==> config.mk <==
export PLATFORM = sky130hd
export DESIGN_NAME = pipe_cla_alu_flat
export DESIGN_NICKNAME = d
export VERILOG_FILES = /design/src/rtl/pipe_cla_alu_if.sv /design/src/rtl/pipe_cla_alu.sv /design/src/flat_wrapper.sv
export SDC_FILE = /design/constraint.sdc
export NUM_CORES = 1
export LEC_CHECK = 0
export CORE_ASPECT_RATIO = 0.7
export CORE_MARGIN = 3
export CORE_UTILIZATION = 30
export CTS_BUF_LIST = sky130_fd_sc_hd__clkbuf_16
export DETAILED_ROUTE_END_ITERATION = 16
export PLACE_DENSITY = 0.52
export REMOVE_ABC_BUFFERS = 1
export SYNTH_ARGS = -nofsm -noshare
export SYNTH_HDL_FRONTEND = slang
export SYNTH_SLANG_ARGS = --single-unit
export TNS_END_PERCENT = 10
==> constraint.sdc <==
create_clock -name clk -period 3.4 [get_ports clk]
set_input_delay 0.34 -clock clk [delete_from_list [all_inputs] [get_ports clk]]
set_output_delay 0.34 -clock clk [all_outputs]
set_load 0.01 [all_outputs]
==> src/rtl/pipe_cla_alu_if.sv <==
// Operand/result handshake bundle for pipe_cla_alu.
// Valid/ready: a beat moves across either side on a rising edge where valid and ready are both 1.
interface pipe_cla_alu_if #(parameter int WIDTH = 16);
    logic             in_valid;
    logic             in_ready;
    logic [1:0]       op;
    logic [WIDTH-1:0] a;
    logic [WIDTH-1:0] b;
    logic             cin;
    logic             out_valid;
    logic             out_ready;
    logic [WIDTH-1:0] result;
    logic             cout;
    logic             ovf;
    logic             zero;

    modport master (
        output in_valid, op, a, b, cin, out_ready,
        input  in_ready, out_valid, result, cout, ovf, zero
    );

    modport slave (
        input  in_valid, op, a, b, cin, out_ready,
        output in_ready, out_valid, result, cout, ovf, zero
    );
endinterface

==> src/rtl/pipe_cla_alu.sv <==
// Two-stage carry-lookahead add/sub/accumulate unit: low half in stage 1, high half plus flags in stage 2.
// Valid/ready: in/out beats transfer on a rising edge with valid & ready; out data is frozen while out_valid & ~out_ready.
module pipe_cla_alu #(
    parameter int WIDTH  = 16,
    parameter int ACC_EN = 1
) (
    input  logic          clk,
    input  logic          rst_n,
    pipe_cla_alu_if.slave bus
);
    localparam int HALF = WIDTH / 2;
    localparam int NGRP = HALF / 4;

    typedef enum logic [1:0] {
        OP_ADD = 2'b00,
        OP_SUB = 2'b01,
        OP_ACC = 2'b10,
        OP_CLR = 2'b11
    } op_e;

    // Returns {carry_out, sum}; group carries are flat sum-of-products over group P/G.
    function automatic logic [HALF:0] cla_half(input logic [HALF-1:0] x,
                                               input logic [HALF-1:0] y,
                                               input logic            ci);
        logic [HALF-1:0] g, p, c;
        logic [NGRP-1:0] gg, gp;
        logic [NGRP:0]   gc;
        logic            term;
        g = x & y;
        p = x ^ y;
        for (int k = 0; k < NGRP; k++) begin
            gg[k] = g[4*k+3] | (p[4*k+3] & g[4*k+2]) | (p[4*k+3] & p[4*k+2] & g[4*k+1])
                  | (p[4*k+3] & p[4*k+2] & p[4*k+1] & g[4*k]);
            gp[k] = &p[4*k +: 4];
        end
        gc    = '0;
        gc[0] = ci;
        for (int k = 0; k < NGRP; k++) begin
            term = ci;
            for (int j = 0; j <= k; j++) term = term & gp[j];
            gc[k+1] = term;
            for (int j = 0; j <= k; j++) begin
                term = gg[j];
                for (int m = j + 1; m <= k; m++) term = term & gp[m];
                gc[k+1] = gc[k+1] | term;
            end
        end
        for (int k = 0; k < NGRP; k++) begin
            c[4*k]   = gc[k];
            c[4*k+1] = g[4*k] | (p[4*k] & gc[k]);
            c[4*k+2] = g[4*k+1] | (p[4*k+1] & g[4*k]) | (p[4*k+1] & p[4*k] & gc[k]);
            c[4*k+3] = g[4*k+2] | (p[4*k+2] & g[4*k+1]) | (p[4*k+2] & p[4*k+1] & g[4*k])
                     | (p[4*k+2] & p[4*k+1] & p[4*k] & gc[k]);
        end
        return {gc[NGRP], p ^ c};
    endfunction

    logic             s1_valid, s2_valid;
    op_e              s1_op, s2_op;
    logic [HALF-1:0]  s1_lo, s1_xhi, s1_yhi;
    logic             s1_cmid;
    logic [WIDTH-1:0] s2_result, acc;
    logic             s2_cout, s2_ovf, s2_zero;

    op_e              in_op;
    logic [WIDTH-1:0] x, y;
    logic             c0;
    logic [HALF:0]    lo, hi;
    logic [WIDTH-1:0] res2;
    logic             ovf2;
    logic             s2_free, hazard, in_fire, out_fire;

    // With the accumulator disabled, ACC/CLR encodings fall back to a plain ADD.
    always_comb begin
        in_op = op_e'(bus.op);
        if (ACC_EN == 0 && bus.op[1]) in_op = OP_ADD;
    end

    always_comb begin
        x  = bus.a;
        y  = bus.b;
        c0 = bus.cin;
        case (in_op)
            OP_SUB: begin y = ~bus.b; c0 = 1'b1; end
            OP_ACC: begin x = acc; y = bus.a; c0 = 1'b0; end
            OP_CLR: begin x = '0; y = '0; c0 = 1'b0; end
            default: ;
        endcase
    end

    assign lo   = cla_half(x[HALF-1:0], y[HALF-1:0], c0);
    assign hi   = cla_half(s1_xhi, s1_yhi, s1_cmid);
    assign res2 = {hi[HALF-1:0], s1_lo};
    assign ovf2 = (s1_xhi[HALF-1] == s1_yhi[HALF-1]) && (res2[WIDTH-1] != s1_xhi[HALF-1]);

    // ACC/CLR in flight would change acc under a younger ACC, so intake stalls until they retire.
    assign s2_free      = ~s2_valid | bus.out_ready;
    assign hazard       = (s1_valid & s1_op[1]) | (s2_valid & s2_op[1]);
    assign bus.in_ready = (~s1_valid | s2_free) & ~hazard;
    assign in_fire      = bus.in_valid & bus.in_ready;
    assign out_fire     = s2_valid & bus.out_ready;

    always_ff @(posedge clk or negedge rst_n) begin
        if (!rst_n) begin
            s1_valid <= 1'b0;
            s1_op    <= OP_ADD;
            s1_lo    <= '0;
            s1_cmid  <= 1'b0;
            s1_xhi   <= '0;
            s1_yhi   <= '0;
        end else if (~s1_valid | s2_free) begin
            s1_valid <= in_fire;
            if (in_fire) begin
                s1_op   <= in_op;
                s1_lo   <= lo[HALF-1:0];
                s1_cmid <= lo[HALF];
                s1_xhi  <= x[WIDTH-1:HALF];
                s1_yhi  <= y[WIDTH-1:HALF];
            end
        end
    end

    always_ff @(posedge clk or negedge rst_n) begin
        if (!rst_n) begin
            s2_valid  <= 1'b0;
            s2_op     <= OP_ADD;
            s2_result <= '0;
            s2_cout   <= 1'b0;
            s2_ovf    <= 1'b0;
            s2_zero   <= 1'b0;
        end else if (s2_free) begin
            s2_valid <= s1_valid;
            if (s1_valid) begin
                s2_op     <= s1_op;
                s2_result <= res2;
                s2_cout   <= hi[HALF];
                s2_ovf    <= ovf2;
                s2_zero   <= (res2 == '0);
            end
        end
    end

    always_ff @(posedge clk or negedge rst_n) begin
        if (!rst_n) begin
            acc <= '0;
        end else if (out_fire) begin
            case (s2_op)
                OP_ACC:  acc <= s2_result;
                OP_CLR:  acc <= '0;
                default: ;
            endcase
        end
    end

    assign bus.out_valid = s2_valid;
    assign bus.result    = s2_result;
    assign bus.cout      = s2_cout;
    assign bus.ovf       = s2_ovf;
    assign bus.zero      = s2_zero;
endmodule
==> src/flat_wrapper.sv <==
// flat-port wrapper written by rule: the top's interface ports become plain ports
module pipe_cla_alu_flat 
#(
    parameter int WIDTH  = 16,
    parameter int ACC_EN = 1
)
  (clk, rst_n, bus_in_valid, bus_op, bus_a, bus_b, bus_cin, bus_out_ready, bus_in_ready, bus_out_valid, bus_result, bus_cout, bus_ovf, bus_zero);
  pipe_cla_alu_if #(.WIDTH(WIDTH)) bus_i ();
  input  logic clk;
  input  logic rst_n;
  input wire logic [$bits(bus_i.in_valid)-1:0] bus_in_valid;
  input wire logic [$bits(bus_i.op)-1:0] bus_op;
  input wire logic [$bits(bus_i.a)-1:0] bus_a;
  input wire logic [$bits(bus_i.b)-1:0] bus_b;
  input wire logic [$bits(bus_i.cin)-1:0] bus_cin;
  input wire logic [$bits(bus_i.out_ready)-1:0] bus_out_ready;
  output wire logic [$bits(bus_i.in_ready)-1:0] bus_in_ready;
  output wire logic [$bits(bus_i.out_valid)-1:0] bus_out_valid;
  output wire logic [$bits(bus_i.result)-1:0] bus_result;
  output wire logic [$bits(bus_i.cout)-1:0] bus_cout;
  output wire logic [$bits(bus_i.ovf)-1:0] bus_ovf;
  output wire logic [$bits(bus_i.zero)-1:0] bus_zero;
  assign bus_i.in_valid = bus_in_valid;
  assign bus_i.op = bus_op;
  assign bus_i.a = bus_a;
  assign bus_i.b = bus_b;
  assign bus_i.cin = bus_cin;
  assign bus_i.out_ready = bus_out_ready;
  assign bus_in_ready = bus_i.in_ready;
  assign bus_out_valid = bus_i.out_valid;
  assign bus_result = bus_i.result;
  assign bus_cout = bus_i.cout;
  assign bus_ovf = bus_i.ovf;
  assign bus_zero = bus_i.zero;
  pipe_cla_alu #(.WIDTH(WIDTH), .ACC_EN(ACC_EN)) u_core (.clk(clk), .rst_n(rst_n), .bus(bus_i));
endmodule
[Word-level counts from Yosys, hierarchy flattened]
Index checks and enable logic that the tools add are counted.
Widths: inputs -> output; s select.
Word-level totals
  memory bits (read-only): 0
  bits in registers: 66
  logic and storage cells: 157
  memories kept: 0
  bits in latches: 0
  bits in writable memories: 0
Cells by class
  bitwise gates (word level): 122
  shifts and indexed selects: 0
  $lt $le $gt $ge: 0
  mux-type cells: 4
  $add $sub $neg: 0
  reduce and logical (&&, ||, !) cells: 11
  divide/modulo/power cells: 0
  $mul: 0
  eq/ne operators: 7
Operator list (count)
  $and 1x1->1: 67
  $pmux 16 s2: 2
  $pmux 16 s3: 1
  $or 1x1->1: 45
  $xor 8x8->8: 4
  $and 8x8->8: 2
  $logic_not 16->1: 1
  $not 16->16: 1
  $reduce_and 4->1: 4
  $eq 2x2->1 const B: 4
  $reduce_and 2->1: 3
  $not 1->1: 3
  $eq 2x1->1 const B: 1
  $pmux 1 s2: 1
  $reduce_bool 2->1: 1
  $reduce_or 2->1: 1
  $eq 1x1->1: 1
  $logic_and 1x1->1: 1
  $ne 1x1->1: 1

[Longest topological paths before layout]
  depth after elaboration: 11
  mapped depth: 14
  depth with buffers taken out: 13

[Worst setup path after synthesis]
Ideal clock, no wire load.
  path kind: input port to flip-flop
  from: input port bus_op[0]
  to: register u_core.s1_lo[4]
  setup slack: 0.805 ns
  data arrival time: 2.518 ns
  setup time: 0.076 ns
  data required time: 3.324 ns
  stages on the path: 12
  buffers on the path: 2
  cells stage by stage: buf_2 buf_4 xnor2_1 o21ai_1 ha_1 a21oi_1 o21ai_2 a21oi_2 inv_1 a21oi_1 fa_1 o21ai_1
On the way
  cells in the longest elaborated chain, start to end: 9
  elaborated cells between the ends (all ways): 21
  those cells by class: eq/ne: 3; mux: 3; bitwise: 13; reduce/logical: 2
Ends and longest elaborated chain
  start, declared: RTL line flat_wrapper.sv:12  | input wire logic [$bits(bus_i.op)-1:0] bus_op;
  $eq 2x2->1 / $eq 2x1->1 (equally long branches): RTL line pipe_cla_alu.sv:83  | case (in_op)
  $pmux 16 s3 / $pmux 16 s2 (equally long branches): RTL line pipe_cla_alu.sv:83
  $xor 8x8->8 / $and 8x8->8 (equally long branches): RTL line pipe_cla_alu.sv:30, pipe_cla_alu.sv:29
  $and 1x1->1, on equally long branches: RTL line pipe_cla_alu.sv:32, pipe_cla_alu.sv:33
  $or 1x1->1 (tied with other cells): RTL line pipe_cla_alu.sv:32  | gg[k] = g[4*k+3] | (p[4*k+3] & g[4*k+2]) | (p[4*k+3] & p[4*k+2] & g[4*k+1])
  $or 1x1->1 / $and 1x1->1 (equally long branches): RTL line pipe_cla_alu.sv:32, pipe_cla_alu.sv:33
  $or 1x1->1: RTL line pipe_cla_alu.sv:33  | | (p[4*k+3] & p[4*k+2] & p[4*k+1] & g[4*k]);
  $or 1x1->1: RTL line pipe_cla_alu.sv:45  | gc[k+1] = gc[k+1] | term;
  $xor 8x8->8 *: RTL line pipe_cla_alu.sv:55  | return {gc[NGRP], p ^ c};
  end signal, assigned: RTL line pipe_cla_alu.sv:115  | s1_lo <= lo[HALF-1:0];
  end, declared: RTL line pipe_cla_alu.sv:60  | logic [HALF-1:0] s1_lo, s1_xhi, s1_yhi;
Every way passes the cells marked *; elsewhere a longest branch is shown, timed or not.
A chain may end at the register's enable or synchronous reset.

[Worst setup path after layout]
  from: input port bus_op[1]
  to: register u_core.s1_lo[4]
Same word-level chain as after synthesis.

==> results.sh <==
export IMPL_overflow=0
export IMPL_crit_cells=12
export IMPL_r2r_start="u_core.s1_yhi[2]"
export IMPL_hold_buffers=0
export IMPL_gp_congestion=0.831
export IMPL_synthCells=382
export IMPL_fin_cells=602
export IMPL_crit_family="compound AO/OA/AOI/OAI gates"
export IMPL_post_dp_cell_area_um2=4390
export IMPL_total_power_mw=4.15
export IMPL_critPathLaunchType="input pin"
export IMPL_cts_path_max_buffers=2
export IMPL_drc=0
export IMPL_die_w_um=137
export IMPL_crit_path_start="bus_op[1]"
export IMPL_critPathSlowestCell="nor2_2"
export IMPL_tightest_slew_ns=0.845
export IMPL_num_antenna_cells=0
export IMPL_r2r_cells=10
export IMPL_crit_required_ns=3.66
export IMPL_synth_flop_cell="dfrtp_1"
export IMPL_tritoncts="built"
export IMPL_area_delta_synth_final_pct=29.7
export IMPL_grt_first_pass_wirelength_um=16200
export IMPL_path_cells="clkdlybuf4s50_1 -> inv_2 -> nor2_2 -> a22o_1 -> ha_1 -> a21oi_1 -> o21ai_2 -> a21oi_2 -> inv_1 -> a21oi_1 -> fa_1 -> o21ai_1"
export IMPL_fmax_mhz=325
export IMPL_path_clk_slew_ns=0.05
export IMPL_layout_drive_gt1_share_pct=8.24
export IMPL_cts_root_buffer="clkbuf_16"
export IMPL_power_frac_seq_pct=34.3
export IMPL_ys_seq_elements=66
export IMPL_dieArea_um2=13300
export IMPL_internal_power_mw=2.56
export IMPL_hold_class="input pin to async pin"
export IMPL_setup_worst_path_end="u_core.s1_lo[4]"
export IMPL_synth_area_um2=3590
export IMPL_floorplan_initialDensity_pct=31.7
export IMPL_hold_viol_final=0
export IMPL_core_area_um2=11300
export IMPL_reg2reg_setup_slack_ns=0.60
export IMPL_firstDrtPassIters=4
export IMPL_slew_viol_final=0
export IMPL_power_frac_comb_pct=44.6
export IMPL_num_vias=2909
export IMPL_cap_violations=0
export IMPL_p_clk_share_pct=21.1
export IMPL_grt_max_degree=36
export IMPL_synthDistinctLibCells=44
export IMPL_dp_hpwl_um=7140
export IMPL_period_share_pct=90.6
export IMPL_p_sw_mw=1.59
export IMPL_portBuffers=59
export IMPL_end_kind="register"
export IMPL_hold_ws_ns=0.125
export IMPL_die_y_um=97.6
export IMPL_num_nets_final=504
export IMPL_setup_tns_ns=0
export IMPL_synth_area_leaders="dfrtp_1 46%, nand2_1 8.6%, ha_1 5.6%"
export IMPL_grt_usage_pct=15.7
export IMPL_yosysWarnings=0
export IMPL_slew_headroom_pct=43.7
export IMPL_placedCellCount=587
export IMPL_cts_resized=0
export IMPL_antenna_found_initial=0
export IMPL_std_cell_rows=32
export IMPL_finalSetupViolations=0
export IMPL_swShare_pct=38.3
export IMPL_r2r_end="u_core.bus.zero"
export IMPL_crit_fanout=19
export IMPL_clk_insertion_delay_late_ns=0.33
export IMPL_peakVddDrop_uv=414
export IMPL_async_flop_share_pct=100
export IMPL_p_leak_nw=2.09
export IMPL_final_area_um2=4660
export IMPL_wl_per_cell_um=16.4
export IMPL_postCtsSetupBuffers=0
export IMPL_cp_num_buf_inv=3
export IMPL_power_density_nw_per_um2=889
export IMPL_n_fill_cell=1150
export IMPL_htreeDepth=3
export IMPL_skew_ns=0.00613
export IMPL_critPathKind="input pin to register"
export IMPL_cts_num_sinks=66
export IMPL_io_pins=60
export IMPL_outcome="finished clean"
export IMPL_fin_crit_ns=3.08
export IMPL_worst_path_largest_cell_delay_ns=0.59
export IMPL_grt_pass1_vias=3075
export IMPL_netlist_top_cell_by_area="dfrtp_1"
export IMPL_arrival_ns=3.34
export IMPL_ys_seq_area_share_pct=46.0
export IMPL_numCtsBuffers=9
export IMPL_synth_avg_cell_area_um2=9.41
export IMPL_drt_initial_drc_count=120
export IMPL_synth_edf_count=0
export IMPL_postRouteAntennaNets=0
export IMPL_wirelength_um=9850
export IMPL_worst_path_most_repeated_cell="a21oi_1"
export IMPL_yosysTopAreaCellShare_pct=46.0
export IMPL_vias_per_cell=4.83
export IMPL_rsz0062_at_grt="no"
-- cells in the mapped netlist, types with 4 or more instances --
cell type,count
o21ai_1,27
buf_2,5
mux2_1,12
xor2_1,13
fa_1,4
a22o_1,6
a22oi_1,9
nand2_1,82
a221oi_1,5
o21ai_0,20
xnor2_1,15
a21oi_1,20
ha_1,16
clkbuf_1,12
nor2_1,13
inv_1,15
dfrtp_1,66
-- worst min-delay path by stage --
stage / startpoint / end / cells after the start
after floorplan: rst_n / u_core.acc[0] / 0
after global placement: u_core.s1_op[0] / u_core.s2_op[0] / 2
after detailed placement: u_core.s1_op[0] / u_core.s2_op[0] / 2
after CTS: rst_n / u_core.s1_lo[7] / 1
after global routing: rst_n / u_core.s1_lo[7] / 1
final: rst_n / u_core.s1_lo[2] / 1
-- layer usage --
| layer | vias up | GRT usage (%) | wire, um |
|---|---|---|---|
| met3 | 14 | 4.61 | 624 |
| met4 | 0 | 3.99 | 132 |
| met5 | - | 0 | 0 |
| li1 | 1433 | - | - |
| met1 | 1395 | 23.1 | 5000 |
| met2 | 67 | 22.4 | 4090 |
-- registers in the layout, summed over array words and instances (netlist names) --
| name | flops |
|---|---|
| u_core.s2_op | 2 |
| u_core.s1_op | 2 |
| u_core.bus.out_valid | 1 |
| u_core.s1_lo | 8 |
| u_core.s1_xhi | 8 |
| u_core.s1_cmid | 1 |
| u_core.bus.result | 16 |
| u_core.s1_valid | 1 |
| u_core.acc | 16 |
| u_core.bus.ovf | 1 |
| u_core.s1_yhi | 8 |
| u_core.bus.cout | 1 |
| u_core.bus.zero | 1 |
-- final cells by class --
| cell class | instances | area, um2 | area share, % |
|---|---|---|---|
| Clock inverter | 6 | 51.3 | 1.10 |
| Tap cell | 153 | 191 | 4.11 |
| Multi-Input combinational cell | 278 | 1790 | 38.4 |
| Timing Repair Buffer | 72 | 683 | 14.7 |
| Sequential cell | 66 | 1650 | 35.4 |
| Inverter | 18 | 67.6 | 1.45 |
| Clock buffer | 9 | 225 | 4.83 |
-- power groups by stage --
stage                     logic, mW  clock network, mW  registers [mW]
after CTS                      1.88              0.903            1.42
after floorplan                1.12                  0            1.40
after global routing           2.11              0.926            1.47
final                          1.85              0.875            1.42
after global placement         1.82                  0            1.43
after detailed placement       1.87                  0            1.43
-- stage by stage --
stage	util (%)	setup slack, ns
3_3_place_gp	38.7	0.0251
2_1_floorplan	-	0.142
5_1_grt	41.1	0.0292
3_5_place_dp	38.7	-0.0780
4_1_cts	41.1	0.276
6_report	41.1	0.318
-- kinds of logic after synthesis --
family                     count (synthesis)  share of synthesized area, %
adders and majority gates                 20                          7.80
xor gates and xnor gates                  28                          6.82
DFF                                       66                          46.0
and+or+nand+nor                          111                          12.7
AOI/OAI and AO/OA                        107                          18.7
buffers and inverters                     38                          4.25
muxes                                     12                          3.76
-- placed cells by master, fill, tap and decap left out, types with 4 or more instances in the layout --
cell and instances:
clkdlybuf4s50_1 58, nand2_1 82, a21oi_1 20, xor2_1 13, a221oi_1 5, ha_1 16, inv_1 17, a22oi_1 9
mux2_1 12, xnor2_1 15, dfrtp_1 66, clkbuf_16 9, a22o_1 6, o21ai_0 20, nor2_1 12, buf_4 13
o21ai_1 27, fa_1 4
(Power assumes the default switching activity.)
